==> config.mk <==
export PLATFORM = sky130hd
export DESIGN_NAME = maxpool_layer2
export DESIGN_NICKNAME = d
export VERILOG_FILES = /design/src/rtl/maxpool_layer2.sv
export SDC_FILE = /design/constraint.sdc
export NUM_CORES = 1
export LEC_CHECK = 0
export CORE_UTILIZATION = 45
export CTS_BUF_LIST = sky130_fd_sc_hd__clkbuf_8
export DETAILED_ROUTE_END_ITERATION = 7
export PLACE_DENSITY = 0.75
export SYNTH_ARGS = -nofsm -noshare
export SYNTH_HDL_FRONTEND = slang
export SYNTH_SLANG_ARGS = --single-unit
==> constraint.sdc <==
create_clock -name clk -period 2.1 [get_ports clk]
set_input_delay 0.42 -clock clk [delete_from_list [all_inputs] [get_ports clk]]
set_output_delay 0.42 -clock clk [all_outputs]
set_load 0.02 [all_outputs]
==> src/rtl/maxpool_layer2.sv <==
// maxpool_layer2: streaming 8-channel max-pooling stage.
// It keeps a running maximum for each channel over POOL accepted beats.
// At the end of each window it loads the result into a registered output
// stage that uses valid/ready backpressure.
//
// Optional feature macro: MAXPOOL2_PARTIAL_FLUSH_EN
//   defined   : in_last before the window is full closes the window early and
//               emits the max of the samples received so far (out_last=1).
//   undefined : a partial trailing window is dropped without output.
//
// Handshake: a beat transfers on a rising edge when in_valid && in_ready.
// A result transfers on a rising edge when out_valid && out_ready.
// A producer holds valid and payload until the transfer. in_ready does not
// depend on in_valid.
//
// dbg_state_o = {output register FULL, accumulator FILLING}.
module maxpool_layer2 #(
    parameter int WIDTH = 8,
    parameter int POOL  = 2
) (
    input  logic             clk,
    input  logic             rst,
    input  logic             in_valid,
    output logic             in_ready,
    input  logic             in_last,
    input  logic [WIDTH-1:0] Data_in1,
    input  logic [WIDTH-1:0] Data_in2,
    input  logic [WIDTH-1:0] Data_in3,
    input  logic [WIDTH-1:0] Data_in4,
    input  logic [WIDTH-1:0] Data_in5,
    input  logic [WIDTH-1:0] Data_in6,
    input  logic [WIDTH-1:0] Data_in7,
    input  logic [WIDTH-1:0] Data_in8,
    output logic             out_valid,
    input  logic             out_ready,
    output logic             out_last,
    output logic [WIDTH-1:0] Data_out1,
    output logic [WIDTH-1:0] Data_out2,
    output logic [WIDTH-1:0] Data_out3,
    output logic [WIDTH-1:0] Data_out4,
    output logic [WIDTH-1:0] Data_out5,
    output logic [WIDTH-1:0] Data_out6,
    output logic [WIDTH-1:0] Data_out7,
    output logic [WIDTH-1:0] Data_out8,
    output logic [1:0]       dbg_state_o
);

    localparam int CW = $clog2(POOL);
    localparam logic [CW-1:0] CNT_LAST = CW'(POOL - 1);

`ifdef MAXPOOL2_PARTIAL_FLUSH_EN
    localparam bit PARTIAL_FLUSH = 1'b1;
`else
    localparam bit PARTIAL_FLUSH = 1'b0;
`endif

    typedef enum logic {EMPTY_ACC = 1'b0, FILLING = 1'b1} win_state_t;
    typedef enum logic {OUT_EMPTY = 1'b0, OUT_FULL = 1'b1} out_state_t;

    win_state_t       win_state_q, win_state_d;
    out_state_t       out_state_q, out_state_d;
    logic [CW-1:0]    cnt_q, cnt_d;
    logic             out_last_q, out_last_d;
    logic [WIDTH-1:0] acc_q  [8];
    logic [WIDTH-1:0] acc_d  [8];
    logic [WIDTH-1:0] dout_q [8];
    logic [WIDTH-1:0] dout_d [8];
    logic [WIDTH-1:0] din    [8];
    logic [WIDTH-1:0] merged [8];

    logic acc_fire;
    logic is_first;
    logic at_end;
    logic close_win;
    logic discard_win;

    assign din[0] = Data_in1;
    assign din[1] = Data_in2;
    assign din[2] = Data_in3;
    assign din[3] = Data_in4;
    assign din[4] = Data_in5;
    assign din[5] = Data_in6;
    assign din[6] = Data_in7;
    assign din[7] = Data_in8;

    // The output register can take a new result when it is empty or when it is draining this cycle.
    assign in_ready    = (out_state_q == OUT_EMPTY) || out_ready;
    assign acc_fire    = in_valid && in_ready;
    assign is_first    = (cnt_q == '0);
    assign at_end      = (cnt_q == CNT_LAST);
    assign close_win   = acc_fire && (at_end || (PARTIAL_FLUSH && in_last));
    assign discard_win = acc_fire && in_last && !at_end && !PARTIAL_FLUSH;

    // Compute the next state of the window counter, the accumulators and the output register.
    always_comb begin
        cnt_d       = cnt_q;
        acc_d       = acc_q;
        dout_d      = dout_q;
        out_last_d  = out_last_q;
        out_state_d = out_state_q;
        for (int i = 0; i < 8; i++) begin
            // The first beat of a window replaces the stale accumulator.
            merged[i] = (is_first || (din[i] > acc_q[i])) ? din[i] : acc_q[i];
        end
        if (close_win) begin
            // A reload wins over a drain in the same cycle, so results go out back-to-back.
            dout_d      = merged;
            out_last_d  = in_last;
            out_state_d = OUT_FULL;
            cnt_d       = '0;
        end else begin
            if ((out_state_q == OUT_FULL) && out_ready) begin
                out_state_d = OUT_EMPTY;
            end
            if (discard_win) begin
                cnt_d = '0;
            end else if (acc_fire) begin
                acc_d = merged;
                cnt_d = cnt_q + 1'b1;
            end
        end
        win_state_d = (cnt_d == '0) ? EMPTY_ACC : FILLING;
    end

    // Register the state. Reset drops any partial window and any held result.
    always_ff @(posedge clk) begin
        if (rst) begin
            cnt_q       <= '0;
            win_state_q <= EMPTY_ACC;
            out_state_q <= OUT_EMPTY;
            out_last_q  <= 1'b0;
            for (int i = 0; i < 8; i++) begin
                acc_q[i]  <= '0;
                dout_q[i] <= '0;
            end
        end else begin
            cnt_q       <= cnt_d;
            win_state_q <= win_state_d;
            out_state_q <= out_state_d;
            out_last_q  <= out_last_d;
            acc_q       <= acc_d;
            dout_q      <= dout_d;
        end
    end

    assign out_valid   = (out_state_q == OUT_FULL);
    assign out_last    = out_last_q;
    assign Data_out1   = dout_q[0];
    assign Data_out2   = dout_q[1];
    assign Data_out3   = dout_q[2];
    assign Data_out4   = dout_q[3];
    assign Data_out5   = dout_q[4];
    assign Data_out6   = dout_q[5];
    assign Data_out7   = dout_q[6];
    assign Data_out8   = dout_q[7];
    assign dbg_state_o = {out_state_q == OUT_FULL, win_state_q == FILLING};

endmodule

==> run summary <==
GLOBAL ROUTING
-------------------------------------------------------------------------------------------
Global-route wire length before repair .......................................      36.7 mm
Total global routing track utilization .......................................        25.2%
Via count of the first global-routing pass ...................................         8076
Total congestion overflow ....................................................            0
Antenna violations before repair .............................................            1
Maximum number of pins on one net before global-route repair .................           73

CELLS AND AREA
-------------------------------------------------------------------------------------------
Util after Layout ............................................................        65.0%
Post-synthesis to final-layout area growth ...................................        39.7%
Fraction of final layout cells sized beyond drive strength 1 .................        19.8%
Number of nets at the end of the flow ........................................         1336
Antenna Diode Count ..........................................................            0

SYNTHESIS
-------------------------------------------------------------------------------------------
Dominant cells by area after synthesis ....................................... sky130_fd_sc_hd__dfxtp_1, sky130_fd_sc_hd__ha_1, sky130_fd_sc_hd__nand2_1
Register area share after synthesis ..........................................        33.6%
Synth warn ...................................................................            0
Leading register cell type out of synthesis .................................. sky130_fd_sc_hd__dfxtp_1
Number of flops mapped to enable cells by yosys ..............................            0
Number of nets produced by synthesis .........................................         1072
Cell area after synthesis ....................................................     7800 µm²
Share of the synthesized area in the top cell type ...........................        33.6%
Most common library cells after synthesis .................................... sky130_fd_sc_hd__nand2_1, sky130_fd_sc_hd__dfxtp_1, sky130_fd_sc_hd__nor2_1
Cell accounting for the most synthesized area ................................ sky130_fd_sc_hd__dfxtp_1
Most frequent cell after synthesis ........................................... sky130_fd_sc_hd__nand2_1
Synthesized netlist cell count ...............................................          939
Synth cell types .............................................................           33
Share of flip-flops with an asynchronous set or reset ........................           0%
Synthesized area divided by synthesized cell count ...........................     8.31 µm²
Number of register bits inferred by synthesis ................................          131

DIE
-------------------------------------------------------------------------------------------
Area of the core .............................................................    16800 µm²
Top Ports ....................................................................          138
Die area .....................................................................    17900 µm²
Effective utilization at floorplan ...........................................        46.5%
Horizontal die dimension .....................................................       134 µm
DIE HEIGHT ...................................................................       134 µm
Site Rows ....................................................................           47

STA
-------------------------------------------------------------------------------------------
Worst Setup Slack, final .....................................................    0.0483 ns
Actual slew at the worst max-slew pin ........................................     0.426 ns
Final-report setup violation count ...........................................            0
Final Max Tran Viols .........................................................            0
RSZ-0062 raised after global routing .........................................          yes
Worst hold slack across all endpoints ........................................     0.283 ns
Number of hold violations in the final report ................................            0
Clock skew after layout ......................................................    0.0116 ns
Portion of the clock cycle consumed by the worst path in the final layout ....        97.7%
Maximum clock frequency ......................................................    0.487 GHz
Min Clock Period, post-route .................................................      2.05 ns
Max transition margin ........................................................        71.6%

ROUTING
-------------------------------------------------------------------------------------------
Wirelength per Cell ..........................................................      15.4 µm
Via count normalized by instance count .......................................         5.69
Vias after detailed routing ..................................................         8162
Count of unresolved DRC violations after routing .............................            0
Detailed Routing Iterations Pass 1 ...........................................            5
Count of nets left with antenna violations after detail routing ..............            0
Routed wire length ...........................................................      22.1 mm
Number of design-rule violations left by the first detailed-router iteration .          436

WORST HOLD PATH
-------------------------------------------------------------------------------------------
Class of the tightest hold or removal check ..................................    in -> reg
Cell depth of the worst min-delay path .......................................            2

POWER
-------------------------------------------------------------------------------------------
Leak pwr .....................................................................      4.09 nW
Total power per unit cell area ...............................................   593 nW/µm²
Power spent charging and discharging nets ....................................      1.97 mW
Worst-case vdd ir drop .......................................................   0.000445 V
Internal .....................................................................      4.50 mW
Sequential share of power ....................................................        41.7%
Comb power frac ..............................................................        27.8%
Switching Fraction ...........................................................        30.4%
Clock share of power .........................................................        30.5%

PLACEMENT
-------------------------------------------------------------------------------------------
Placer's final routability congestion estimate ...............................        0.893
Post-Place Setup Slack .......................................................    -0.325 ns
Buffers added on ports .......................................................          137
Detailed placer's ending HPWL ................................................      16.0 mm

CLOCK NETWORK
-------------------------------------------------------------------------------------------
Root Buffer .................................................................. sky130_fd_sc_hd__clkbuf_8
Clock tree sinks .............................................................          131
Hold buffer count at cts .....................................................            0
CTS tree .....................................................................         done
Number of H-tree levels ......................................................            4
Worst skew pair latency ......................................................      0.44 ns
Clock buffers created by TritonCTS ...........................................           17
Clock slew at reported path FFs ..............................................      0.08 ns
Max clock buf depth ..........................................................            2

RUN
-------------------------------------------------------------------------------------------
Number of maximum-capacitance violations .....................................            0

WORST SETUP PATH
-------------------------------------------------------------------------------------------
Critical Path Start Type .....................................................   input port
Arrival time of the worst setup path .........................................      2.40 ns
Crit Path Max Fanout .........................................................            7
Endpoint kind of the worst setup timing path .................................    flip-flop
Worst endpoint required time .................................................      2.45 ns
Start-to-end type of the worst setup path ....................................    in -> reg
Register-to-Register Path Depth ..............................................            8

RUN STATUS
-------------------------------------------------------------------------------------------
Result of the run ............................................................ finished clean

-- final cells by class --
class / instances / area [µm²]
clock buffer: 21 / 289
clock inverter: 10 / 68.8
fill: 1460 / 5860
inverter: 64 / 240
multi-input combinational: 692 / 4690
sequential: 131 / 2620
tap: 220 / 275
timing repair buffer: 297 / 2710
-- per-layer routing --
metal	GRT usage [%]	vias up	part of all wire [%]
li1	-	4033	-
met2	41.9	284	48
met5	0	-	0.059
met3	6.28	22	6.5
met4	8.65	2	1.1
met1	31.6	3821	44
-- kinds of logic after synthesis --
group	share of synthesized area, %
AND/OR/NAND/NOR	17.9
AO/OA/AOI/OAI	29.6
flip-flops	33.6
buffers and inverters	6.42
adder cells (fa/ha/maj)	10.3
multiplexers	2.20
-- placed cells by master (no fill, tap or decap), drive strengths merged, types with 4 or more instances in the layout --
cell type,n
o211a,8
buf,161
clkdlybuf4s50,136
a21oi,67
mux2i,8
o21ba,8
a211oi,8
o21ai,8
dfxtp,131
inv,69
nand4,16
o21bai,8
nand2,196
nor2b,8
clkbuf,21
nor2,88
a31oi,64
ha,64
a311oi,64
a21o,8
o221ai,64
clkinv,4
-- power groups by stage --
stage | sequential (mW) | clock, mW | combinational, mW
after floorplan | 2.79 | 0 | 0.884
after global placement | 2.74 | 0 | 1.72
after detailed placement | 2.75 | 0 | 1.76
after CTS | 2.69 | 2.02 | 1.77
after global routing | 2.71 | 2.14 | 1.96
final | 2.69 | 1.97 | 1.80
-- critical path, cell delays in order --
cell                              delay [ns]
sky130_fd_sc_hd__clkdlybuf4s50_1        0.45
sky130_fd_sc_hd__ha_1                   0.38
sky130_fd_sc_hd__a211oi_2               0.27
sky130_fd_sc_hd__o21bai_2               0.18
sky130_fd_sc_hd__mux2i_4                0.28
sky130_fd_sc_hd__buf_4                  0.18
sky130_fd_sc_hd__nand2_1                0.05
sky130_fd_sc_hd__a311oi_1               0.20
-- path summary, 6_finish.rpt --
| path | from | to | slack (ns) |
|---|---|---|---|
| worst max-delay path | Data_in3[5] | Data_out3[7] | 0.05 |
| worst min-delay path | rst | acc_q[9] | 0.28 |
| worst max register to register | acc_q[45] | Data_out3[7] | 0.10 |
| worst min register to register | out_last | out_last | 0.47 |
-- metrics by stage --
step	power (mW)	instance area (µm²)	cells	setup TNS, ns
final	6.46	10900	1435	0
after global routing	6.80	10900	1435	-0.0130
after CTS	6.48	10800	1430	0
after detailed placement	4.50	10500	1399	-15.51
after global placement	4.47	10500	1399	-12.50
after floorplan	3.68	7800	939	0
-- registers in the layout, indices dropped and copies added, names as in the netlist --
register and flops:
acc_q 64, Data_out1 8, Data_out2 8, Data_out3 8
Data_out4 8, Data_out5 8, Data_out6 8, Data_out7 8
Data_out8 8, out_last 1, out_valid 1, win_state_q 1
-- repair_timing --
item	CTS	global route
endpoints found under the hold margin	0	0
buffers inserted	0	5
gates resized for setup	0	2
setup endpoints to repair	0	3
(Power assumes the default switching activity.)
==> RTL edit: new RTL, config.mk and constraints unchanged <==
Set the parameter `POOL` to 4 (it was 2).
--- a/src/rtl/maxpool_layer2.sv
+++ b/src/rtl/maxpool_layer2.sv
@@ -17,5 +17,5 @@
 module maxpool_layer2 #(
     parameter int WIDTH = 8,
-    parameter int POOL  = 2
+    parameter int POOL  = 4
 ) (
     input  logic             clk,
Function: changed (a bounded check fails within 4 cycles, from zero or initial values and one cycle with rst high).
==> RTL edit against the original RTL <==
- total power fell by 10%
- final area down 7.0%
- sequential cell count up 2
- routed wire length shrank 24%
- count of clock-buffer cells in the layout fell by 2
- synthesized cell count is 16% lower
- worst setup slack worse by 0.042 ns
- die area down 5.5%
- synthesized area down 5.5%
- largest cell class unchanged
==> RTL edit: results (changes against the original RTL) <==
| Step | Metric | Value | Change |
|:---|:---|:---|:---|
| status | Result of the run | completed |  |
| detailed routing | Count of TritonRoute iterations in the first routing pass | 4 | -1 |
| detailed routing | Routed Wire Length | 16.77 mm | -24% |
| worst setup path | Crit path arrival time | 2.45 ns | +0.05 ns |
| timing | Worst hold margin | 0.3274 ns | +0.04468 ns |
| power | Power in combinational cells | 0.00102 W | -43% |
| detailed routing | Drt first-iter violations | 267 | -39% |
| timing | Relative slew slack | 74.99% | +3.4 points |
| detailed routing | Metal-1 WL | 7.979 mm | -18% |
| worst setup path | Biggest fanout along the worst timing path | 4 | -3 |
| detailed routing | Vias per Instance | 4.996 | -12% |
| clocking | Number of gates resized after CTS | 1 | +1 |
| layout | Number of inserted filler cells in the final layout | 1318 | -9.7% |
| power | Share of total power in the clock network | 36.6% | +6.1 points |
| logic synthesis | Fraction of the mapped netlist area in compound gates | 12.69% | -17 points |
| logic synthesis | Register area share after synthesis | 36.14% | +2.5 points |
| logic synthesis | Net Count, Synth | 923 | -14% |
| worst setup path | Crit path largest cell delay | 0.47 ns | +0.02 ns |
| global route | Number of global-route vias before repair | 5746 | -29% |
| layout | Proportion of layout cells with a drive suffix above 1 | 17.20% | -2.6 points |
| logic synthesis | Ranking of synthesized cells by instance count | dfxtp_1 (133), mux2i_1 (128), nor2_1 (106) |  |
| timing | Final Skew | 0.01756 ns | +0.005979 ns |
| detailed routing | Wire length on met2 | 7.931 mm | -25% |
| worst setup path | Register-to-register setup slack | 0.06 ns | -0.04 ns |
| worst setup path | Cell type of the slowest stage on the worst timing path | o41a_1 |  |
| logic synthesis | Most area-consuming cells after synthesis | dfxtp_1 (36%), mux2i_1 (17%), ha_1 (11%), a211oi_1 (6.9%), nand2b_1 (5.5%) |  |
| global route | GR met1 Demand/Resource | 26.04% | -5.6 points |
| power | Worst ir drop on vdd | 0.3598 mV | -19% |
| worst setup path | Worst reg2reg path startpoint | acc_q[53]$_SDFFE_PP0P_ |  |
| min path | Startpoint of the most critical hold path | Data_in8[6] |  |
| global route | Largest net degree at the start of global routing | 92 | +26% |
| power | Tot Pwr | 0.005789 W | -10% |
| global route | Antenna violations before repair | 0 | -1 |
| min path | Worst hold stages | 3 | +1 |
| place | Placed insts | 1189 | -15% |
| layout | Total number of nets in the final design | 1133 | -15% |
| power | Leakage power | 4.485 nW | +9.6% |
| detailed routing | Routed length on met3 | 649 um | -55% |
## RTL edit: how the worst max path moves through the flow
stage	from	slack [ns]	to
floorplan	Data_in3[1]	0.07	acc_q[40]$_SDFFE_PP0P_
global route	Data_in2[5]	-0.10	Data_out2[3]$_SDFFE_PP0P_
CTS	acc_q[49]$_SDFFE_PP0P_	0.006	acc_q[54]$_SDFFE_PP0P_
finish	Data_in2[5]	0.006	Data_out2[3]$_SDFFE_PP0P_
global placement	Data_in8[5]	-0.41	Data_out8[6]$_SDFFE_PP0P_
detailed placement	Data_in2[5]	-0.46	acc_q[54]$_SDFFE_PP0P_
## RTL edit: cell type report
cell class | count | area [um^2] | share of cell area (%)
multi-input cells | 542 | 4308 | 42.50
flip-flops and latches | 133 | 2680 | 26.44
inverters | 66 | 247.7 | 2.444
repair buffers | 238 | 2256 | 22.26
clock inverters | 8 | 112.6 | 1.111
clock buffers | 19 | 261.5 | 2.580
well taps | 216 | 270.3 | 2.666
